===== config.mk =====
export PLATFORM = sky130hd
export DESIGN_NAME = link_frame_tx
export DESIGN_NICKNAME = d
export VERILOG_FILES = /design/src/rtl/link_pkg.sv /design/src/rtl/link_tx_fifo.sv /design/src/rtl/link_frame_tx.sv
export SDC_FILE = /design/constraint.sdc
export NUM_CORES = 1
export LEC_CHECK = 0
export ABC_AREA = 1
export CORE_MARGIN = 3
export CORE_UTILIZATION = 48
export CTS_BUF_LIST = sky130_fd_sc_hd__clkbuf_16
export DETAILED_ROUTE_END_ITERATION = 10
export PLACE_DENSITY = 0.78
export SYNTH_ARGS = -nofsm -noshare
export SYNTH_HDL_FRONTEND = slang
export SYNTH_SLANG_ARGS = --single-unit

===== constraint.sdc =====
create_clock -name LINK_CLK -period 5.09 [get_ports LINK_CLK]
set_clock_uncertainty 0.2 [all_clocks]
set_input_delay 1.527 -clock LINK_CLK [delete_from_list [all_inputs] [get_ports LINK_CLK]]
set_output_delay 1.527 -clock LINK_CLK [all_outputs]
set_load 0.01 [all_outputs]

===== src/rtl/link_pkg.sv =====
// Shared types and defaults for the serial frame transmitter.
package link_pkg;

    localparam int unsigned DEF_FRAME_W     = 49;
    localparam int unsigned DEF_FIFO_DEPTH  = 4;
    localparam int unsigned DEF_INIT_CYCLES = 49;
    localparam int unsigned DEF_GAP_CYCLES  = 0;

    // One counter serves INIT, bit position and gap timing; 8 bits covers all of them.
    localparam int unsigned CNT_W = 8;

    typedef enum logic [1:0] {
        ST_INIT  = 2'd0,
        ST_IDLE  = 2'd1,
        ST_SHIFT = 2'd2,
        ST_GAP   = 2'd3
    } link_state_e;

    function automatic int unsigned level_w(input int unsigned depth);
        return $clog2(depth) + 1;
    endfunction

endpackage


===== src/rtl/link_tx_fifo.sv =====
// Frame FIFO ahead of the shifter; wrapping pointers plus a separate occupancy counter.
module link_tx_fifo
    import link_pkg::*;
#(
    parameter int unsigned W     = DEF_FRAME_W,
    parameter int unsigned DEPTH = DEF_FIFO_DEPTH
) (
    input  logic                        LINK_CLK,
    input  logic                        RESETN,
    input  logic                        push,
    input  logic                        pop,
    input  logic [W-1:0]                wr_data,
    output logic [W-1:0]                rd_data,
    output logic                        full,
    output logic                        empty,
    output logic [level_w(DEPTH)-1:0]   level
);
    localparam int unsigned PTR_W = $clog2(DEPTH);
    localparam int unsigned LVL_W = level_w(DEPTH);

    logic [W-1:0]     mem_q [DEPTH];
    logic [PTR_W-1:0] wr_ptr_q, rd_ptr_q;
    logic [LVL_W-1:0] level_q;
    logic             push_ok_c, pop_ok_c;

    assign push_ok_c = push && !full;
    assign pop_ok_c  = pop && !empty;

    always_ff @(posedge LINK_CLK or negedge RESETN) begin
        if (!RESETN) begin
            wr_ptr_q <= '0;
            rd_ptr_q <= '0;
            level_q  <= '0;
        end else begin
            if (push_ok_c) wr_ptr_q <= wr_ptr_q + PTR_W'(1);
            if (pop_ok_c)  rd_ptr_q <= rd_ptr_q + PTR_W'(1);
            case ({push_ok_c, pop_ok_c})
                2'b10:   level_q <= level_q + LVL_W'(1);
                2'b01:   level_q <= level_q - LVL_W'(1);
                default: level_q <= level_q;
            endcase
        end
    end

    // Storage needs no reset: nothing is read before it is written.
    always_ff @(posedge LINK_CLK) begin
        if (push_ok_c) mem_q[wr_ptr_q] <= wr_data;
    end

    assign rd_data = mem_q[rd_ptr_q];
    assign full    = (level_q == LVL_W'(DEPTH));
    assign empty   = (level_q == '0);
    assign level   = level_q;

endmodule


===== src/rtl/link_frame_tx.sv =====
// Serial frame transmitter: FIFO-buffered frames shifted out LSB-index first with an end-of-frame SYNC.
// Optional even parity bit after the payload when LINK_FRAME_TX_PARITY_EN is defined.
module link_frame_tx
    import link_pkg::*;
#(
    parameter int unsigned FRAME_W     = DEF_FRAME_W,
    parameter int unsigned FIFO_DEPTH  = DEF_FIFO_DEPTH,
    parameter int unsigned INIT_CYCLES = DEF_INIT_CYCLES,
    parameter int unsigned GAP_CYCLES  = DEF_GAP_CYCLES
) (
    input  logic                              LINK_CLK,
    input  logic                              RESETN,
    input  logic                              DATA_READY,
    input  logic [FRAME_W-1:0]                TR_DATA,
    output logic                              TR_READY,
    output logic                              S_OUT,
    output logic                              SYNC,
    output logic                              BUSY,
    output logic [level_w(FIFO_DEPTH)-1:0]    LEVEL
);
`ifdef LINK_FRAME_TX_PARITY_EN
    localparam int unsigned FRAME_LEN = FRAME_W + 1;
`else
    localparam int unsigned FRAME_LEN = FRAME_W;
`endif

    link_state_e          state_q, state_d;
    logic [CNT_W-1:0]     cnt_q, cnt_d;
    logic [FRAME_LEN-1:0] shift_q, shift_d;
    logic                 s_out_q, s_out_d;
    logic                 sync_q, sync_d;
    logic                 push_c, pop_c, full_c, empty_c;
    logic [FRAME_W-1:0]   head_c;
    logic [FRAME_LEN-1:0] frame_c;

    link_tx_fifo #(
        .W     (FRAME_W),
        .DEPTH (FIFO_DEPTH)
    ) u_fifo (
        .LINK_CLK (LINK_CLK),
        .RESETN   (RESETN),
        .push     (push_c),
        .pop      (pop_c),
        .wr_data  (TR_DATA),
        .rd_data  (head_c),
        .full     (full_c),
        .empty    (empty_c),
        .level    (LEVEL)
    );

`ifdef LINK_FRAME_TX_PARITY_EN
    assign frame_c = {^head_c, head_c};
`else
    assign frame_c = head_c;
`endif

    assign TR_READY = (state_q != ST_INIT) && !full_c;
    assign push_c   = DATA_READY && TR_READY;
    assign BUSY     = (state_q == ST_SHIFT) || (state_q == ST_GAP) || !empty_c;
    assign S_OUT    = s_out_q;
    assign SYNC     = sync_q;

    always_ff @(posedge LINK_CLK or negedge RESETN) begin
        if (!RESETN) begin
            state_q <= ST_INIT;
            cnt_q   <= '0;
            shift_q <= '0;
            s_out_q <= 1'b0;
            sync_q  <= 1'b0;
        end else begin
            state_q <= state_d;
            cnt_q   <= cnt_d;
            shift_q <= shift_d;
            s_out_q <= s_out_d;
            sync_q  <= sync_d;
        end
    end

    // Frame boundaries reload the shifter straight from the FIFO head so frames run back to back.
    always_comb begin
        state_d = state_q;
        cnt_d   = cnt_q;
        shift_d = shift_q;
        s_out_d = 1'b0;
        sync_d  = 1'b0;
        pop_c   = 1'b0;
        case (state_q)
            ST_INIT: begin
                if (cnt_q == CNT_W'(INIT_CYCLES - 1)) begin
                    cnt_d   = '0;
                    state_d = ST_IDLE;
                end else begin
                    cnt_d = cnt_q + CNT_W'(1);
                end
            end
            ST_IDLE: begin
                if (!empty_c) begin
                    pop_c   = 1'b1;
                    shift_d = frame_c;
                    cnt_d   = '0;
                    state_d = ST_SHIFT;
                end
            end
            ST_SHIFT: begin
                s_out_d = shift_q[0];
                shift_d = shift_q >> 1;
                cnt_d   = cnt_q + CNT_W'(1);
                if (cnt_q == CNT_W'(FRAME_LEN - 1)) begin
                    sync_d = 1'b1;
                    cnt_d  = '0;
                    if (GAP_CYCLES != 0) begin
                        state_d = ST_GAP;
                    end else if (!empty_c) begin
                        pop_c   = 1'b1;
                        shift_d = frame_c;
                    end else begin
                        state_d = ST_IDLE;
                    end
                end
            end
            ST_GAP: begin
                cnt_d = cnt_q + CNT_W'(1);
                if (cnt_q == CNT_W'(GAP_CYCLES - 1)) begin
                    cnt_d = '0;
                    if (!empty_c) begin
                        pop_c   = 1'b1;
                        shift_d = frame_c;
                        state_d = ST_SHIFT;
                    end else begin
                        state_d = ST_IDLE;
                    end
                end
            end
            default: state_d = ST_INIT;
        endcase
    end

endmodule

==> results of run 1 <==
synthesized netlist by cell type (2+ instances only):
cell      count  share of area (%)
inv_2         7               0.24
clkbuf_1     27               0.91
o21ai_0      16               0.72
buf_6         5               0.51
nand3b_1     47                3.2
nor2_1       19               0.64
nand2_2       6               0.34
nand3_1     153                6.9
buf_2        20               0.90
xor2_1        2               0.16
edfxtp_1    196                 53
buf_4         4               0.27
nand2_1     419                 14
ha_1          7               0.79
a21oi_1       6               0.27
nor2_2        2               0.11
dfrtp_1      68                 15
inv_1        25               0.85
o22ai_1       2               0.11
metal layers:
metal / vias up / GRT usage (%) / routed length [um]
li1: 3584 / - / -
met1: 3656 / 25.0 / 9970
met2: 213 / 32.3 / 11600
met3: 43 / 3.09 / 1090
met4: 0 / 5.45 / 531
met5: - / 0 / 0
area by class of cell:
class	instances	area, sq um	share of cell area, %
clock inverter	24	169	1.32
sequential	264	7590	59.3
inverter	33	124	0.969
tap	285	357	2.79
timing repair buffer	72	718	5.62
clock buffer	28	701	5.48
multi-input combinational	685	3130	24.5
cell families after synthesis:
| kind of cell | count (synthesis) | synth area share, % |
|---|---|---|
| compound gates | 25 | 1.15 |
| xor+xnor | 3 | 0.237 |
| fa+ha+maj | 8 | 0.969 |
| buf+inv | 90 | 3.74 |
| flops | 264 | 68.3 |
| simple gates | 649 | 25.6 |
metrics by stage:
stage	cell area (sq um)	total power, W	instances
after global routing	12800	0.00440	1391
after floorplan	11100	0.00236	1039
after global placement	11900	0.00243	1339
after CTS	12800	0.00431	1391
final	12800	0.00428	1391
after detailed placement	11900	0.00243	1339
placed cells by master (no fill, tap or decap):
master / n
buf_4: 11
o22ai_1: 2
o21ai_1: 1
xnor2_1: 1
clkdlybuf4s50_1: 57
xor2_1: 2
buf_12: 3
dfrtp_1: 67
buf_2: 1
nand2_1: 419
edfxtp_1: 196
inv_2: 7
inv_1: 34
fa_1: 1
nand4_1: 1
nor2_1: 15
dfrtp_2: 1
nand2_2: 6
clkinv_4: 2
o21ai_0: 16
nor2_4: 5
nor2_2: 2
clkbuf_16: 28
ha_1: 7
nand3b_1: 47
a21oi_1: 6
bufinv_16: 1
nand3_2: 1
clkinv_16: 1
inv_8: 1
clkinv_1: 4
clkinv_2: 7
nand3_1: 153
power by group through the flow:
stage               Sequential, W  Combinational (W)  Clock [W]
finish                    0.00232          0.0000686    0.00189
global route              0.00231          0.0000749    0.00201
CTS                       0.00232          0.0000703    0.00192
detailed placement        0.00236          0.0000699          0
global placement          0.00236          0.0000680          0
floorplan                 0.00236      0.00000000188          0
flip-flops by register name, indices dropped and copies added (netlist names), 2 cells and up:
| signal | count |
|---|---|
| shift_q | 49 |
| cnt_q | 8 |
| u_fifo.mem_q | 196 |
| u_fifo.wr_ptr_q | 2 |
| state_q | 2 |
| u_fifo.level | 3 |
| u_fifo.rd_ptr_q | 2 |
final timing paths:
check / startpoint / to / slack, ns
hold reg to reg: shift_q[44] / shift_q[44] / 0.27
min in group asynchronous: RESETN / shift_q[44] / 0.95
setup / recovery: u_fifo.level[1] / BUSY / 1.46
hold / removal: shift_q[44] / shift_q[44] / 0.27
setup reg to reg: cnt_q[0] / u_fifo.level[2] / 2.27
max in group asynchronous: RESETN / shift_q[41] / 2.90
worst min-delay path, stage by stage, from the launching register on:
cell,delay [ns]
dfrtp_1,0.34
nand2_1,0.05
nand2_1,0.05
==> results.toml, run 1 <==
[clocking]
clk_latency_ns = 0.56
cts.sinks = 264
holdBufCountCts = 0
ctsResizeCount = 0
ctsHtreeMaxLevel = 1
cts_setup_buffers = 0
cts_tree = "built"
root_buffer = "clkbuf_16"
clk_pin_slew_worst_paths_ns = 0.06
cts_buffers = 28
clockBufferDepth = 3

[worst_setup_path]
crit_buf_inv = 2
ff2ff_path_depth = 16
crit_required_ns = 3.36
cp_common_cell = "nand2_1"
worst-path-stages = 5
cp-start-kind = "register"
path_cells = "nor2_1, nand2_1, inv_1, nand2_1, clkdlybuf4s50_1"
slowest_stage = "clkdlybuf4s50_1"
cp_max_fo = 6
worstSetupPathType = "reg -> out"
endpoint_kind = "output pin"
slowest_delay_ns = 0.47
cp_data_arrival_time_ns = 1.91
crit_family = "buffers and inverters"

[floorplanning]
die_area_sq_um = 25000
die_h_um = 158
die_w_um = 158
core_area_sq_um = 22700
initial_core_util_pct = 48.9
fp-row-count = 55
io_pins = 59

[yosys]
syn_area_sq_um = 11100
synth_flop_cell = "edfxtp_1"
syn_area_per_cell_sq_um = 10.7
async_reset_ff_share_pct = 25.8
synth_edf_count = 196
ys_types = 27
ys.warnings.count = 0
yosysSeqAreaShare_pct = 68.3
synth_seq_cells = 264
synthCells = 1039
syn-num-nets = 1099

[placement]
port_buffers = 58
gp_congestion = 0.777
pre_cts_ws_ns = 1.17
post-dp-hpwl_um = 12600

[timing]
hold_slack_ns = 0.271
fin_crit_sh_pct = 71.4
fin_tns_setup_ns = 0
fin_crit_ns = 3.63
rsz0062_at_grt = "no"
final-max-slew-violation-count = 0
hold_viol_final = 0
max-slew-margin-rel_pct = 24.6
worst_slack_ns = 1.46
fmaxAchievable_mhz = 275
finalSetupViolations = 0
tightest_slew_ns = 1.13

[min_path]
min_path_cells = 2
hp-class = "reg -> reg"

[pwr]
p_sw_share_pct = 20.3
p_leak_nw = 5.21
power_frac_clock_pct = 44.3
p_seq_share_pct = 54.1
peakVddDrop_v = 0.000324
switchingPower_w = 0.000867
pwr-share-comb_pct = 1.6
power.density_nw_per_um2 = 334
intPower_w = 0.00341

[detailed_routing]
drt_iter0_drc = 544
routed_wl_um = 23200
ant_nets = 0
drc_errors = 0
routedWlPerCell_um = 16.7
viasPerCell = 5.39
dr.pass1.iters = 6
vias = 7496

[run]
max_cap_violations = 0

[global_route]
antenna_found_initial = 0
grt_pass1_wl_um = 38000
grt_pass1_vias = 7499
gr-total-overflow = 0
gr-usage-all-layers_pct = 18.8
grt_max_degree = 96

[outcome]
outcome = "finished, final reports clean"

[finish]
fill_cells = 1874
diodes = 0
postLayoutCoreUtil_pct = 56.3
drive_above_1_share_pct = 6.96
syn2layout_area_growth_pct = 15.2
nets = 1144
Note: power is estimated with default switching activity, not from simulation.
==> run 2: changes to the inputs <==
--- a/config.mk
+++ b/config.mk
@@ -10,7 +10,7 @@
 export CORE_UTILIZATION = 48
 export CTS_BUF_LIST = sky130_fd_sc_hd__clkbuf_16
 export DETAILED_ROUTE_END_ITERATION = 10
-export PLACE_DENSITY = 0.78
+export PLACE_DENSITY = 0.81
 export SYNTH_ARGS = -nofsm -noshare
 export SYNTH_HDL_FRONTEND = slang
 export SYNTH_SLANG_ARGS = --single-unit
==> constraint.sdc (replaced) <==
create_clock -name LINK_CLK -period 3.1 [get_ports LINK_CLK]
set_clock_uncertainty 0.2 [all_clocks]
set_input_delay 0.93 -clock LINK_CLK [delete_from_list [all_inputs] [get_ports LINK_CLK]]
set_output_delay 0.93 -clock LINK_CLK [all_outputs]
set_load 0.01 [all_outputs]
==> results.toml, run 2 (synthesized netlist as in run 1, its figures left out) <==
[timing]
hold_slack_ns = 0.205
tightest_slew_ns = 0.668
worst_slack_ns = 0.120
fmaxAchievable_mhz = 336
finalSetupViolations = 0
fin_crit_sh_pct = 96.1
hold_viol_final = 0
fin_crit_ns = 2.98
max-slew-margin-rel_pct = 55.5
final-max-slew-violation-count = 0
rsz0062_at_grt = "no"

[finish]
top_register = "u_fifo.mem_q"
largest_reg_flops = 196
reg_top3 = "u_fifo.mem_q: 196 flops, shift_q: 49 flops, cnt_q: 8 flops"
layout_commonest_cell = "nand2_1"
syn2layout_area_growth_pct = 15.5
fill_cells = 1819
nets = 1148
final_cell_mix = "418 x nand2_1, 196 x edfxtp_1, 153 x nand3_1"
drive_above_1_share_pct = 6.94
diodes = 0
postLayoutCoreUtil_pct = 56.5

[global_route]
use_met1_pct = 25.0
grt_pass1_vias = 7469
gr-usage-all-layers_pct = 19.1
grt_use_met2_pct = 33.3
antenna_found_initial = 1
gr-total-overflow = 0
busiest_layer = "met2"
grt_max_degree = 100
grt_pass1_wl_um = 38100
use_met3_pct = 2.93

[worst_setup_path]
crit_buf_inv = 2
path_cells = "nor2_1, nand2_2, inv_1, nand2_1, clkdlybuf4s50_1"
cp_data_arrival_time_ns = 1.85
crit_required_ns = 1.97
slowest_stage = "clkdlybuf4s50_1"
worstSetupPathType = "reg -> out"
slowest_delay_ns = 0.47
crit_family = "buffers and inverters"
cp_max_fo = 6
endpoint_kind = "output pin"
cp-start-kind = "register"

[pwr]
switchingPower_w = 0.00137
p_leak_nw = 5.21
p_seq_share_pct = 55.3
p_total_w = 0.00687
pwr-share-comb_pct = 1.6
intPower_w = 0.00550
power.density_nw_per_um2 = 536
power_frac_clock_pct = 43.0
p_sw_share_pct = 19.9
peakVddDrop_v = 0.000501

[clocking]
clockBufferDepth = 3
cts_setup_buffers = 0
clk_pin_slew_worst_paths_ns = 0.06
cts_tree = "built"
cts.sinks = 264
clk_latency_ns = 0.54
ctsHtreeMaxLevel = 1
holdBufCountCts = 0
root_buffer = "clkbuf_16"
cts_buffers = 27

[detailed_routing]
drt_iter0_drc = 612
ant_nets = 0
vias = 7522
routed_wl_um = 22900
routedWlPerCell_um = 16.4
viasPerCell = 5.40
dr.pass1.iters = 8
drc_errors = 0

[min_path]
hp-class = "in -> async"

[placement]
gp_congestion = 0.757
pre_cts_ws_ns = 0.336
post-dp-hpwl_um = 12500
port_buffers = 58

[floorplanning]
fp-row-count = 55
initial_core_util_pct = 48.9
die_w_um = 158
die_area_sq_um = 25000
core_area_sq_um = 22700
die_h_um = 158
io_pins = 59

[outcome]
outcome = "finished, final reports clean"

[run]
max_cap_violations = 0
## run 2: changes by cell type in the layout (fill, tap and decap cells not counted), sizes merged
cell	before	now
inv	42	44
bufinv	1	0
buf	15	20
clkinv	14	10
clkinvlp	0	1
## run 2: stage by stage
step | setup TNS, ns | instances | instance area (sq um)
2_1_floorplan | -143.90 | 1039 | 11100
3_3_place_gp | 0 | 1344 | 12000
3_5_place_dp | 0 | 1344 | 12000
4_1_cts | 0 | 1394 | 12800
5_1_grt | 0 | 1394 | 12800
6_report | 0 | 1394 | 12800
## run 2: power groups by stage
stage                     clock network (W)       logic, W  registers (W)
final                               0.00296       0.000112        0.00380
after global routing                0.00317       0.000122        0.00380
after CTS                           0.00301       0.000115        0.00380
after detailed placement                  0       0.000114        0.00387
after global placement                    0       0.000111        0.00387
after floorplan                           0  0.00000000188        0.00388
## run 2: routing by layer
metal,vias to the layer above,wire length (um)
li1,3603,-
met1,3635,9520
met3,40,1310
met2,242,11700
met5,-,13
met4,2,409
## run 2: layout make-up
type / count / area (sq um) / area share, %
Sequential cell: 264 / 7590 / 59.2
Inverter: 33 / 124 / 0.966
Multi-Input combinational cell: 685 / 3130 / 24.4
Timing Repair Buffer: 77 / 806 / 6.28
Clock inverter: 22 / 116 / 0.907
Tap cell: 285 / 357 / 2.78
Clock buffer: 28 / 701 / 5.46
## run 2: final timing paths
| check | from | endpoint | slack [ns] | cells past startpoint |
|---|---|---|---|---|
| worst max-delay path | u_fifo.level[0] | BUSY | 0.12 | 5 |
| worst min-delay path | RESETN | u_fifo.level[0] | 0.20 | 2 |
| worst max register to register | cnt_q[0] | u_fifo.level[2] | 0.32 | 16 |
| worst min register to register | shift_q[6] | shift_q[6] | 0.27 | 2 |
| max in group asynchronous | RESETN | shift_q[18] | 2.18 | 2 |
| min in group LINK_CLK | shift_q[6] | shift_q[6] | 0.27 | 2 |
## run 2: repair_timing
| action | CTS | global route |
|---|---|---|
| endpoints found under the hold margin | 0 | 0 |
| resized for setup | 0 | 1 |
| endpoints found under the setup margin | 0 | 1 |
==> run 3: changes to the inputs <==
--- a/config.mk
+++ b/config.mk
@@ -9,6 +9,7 @@
 export CORE_MARGIN = 3
 export CORE_UTILIZATION = 48
 export CTS_BUF_LIST = sky130_fd_sc_hd__clkbuf_16
+export CTS_CLUSTER_DIAMETER = 100
 export DETAILED_ROUTE_END_ITERATION = 10
 export PLACE_DENSITY = 0.81
 export SYNTH_ARGS = -nofsm -noshare
==> results of run 3 <==
Final layout, timing and power as in run 2 (identical DEF).
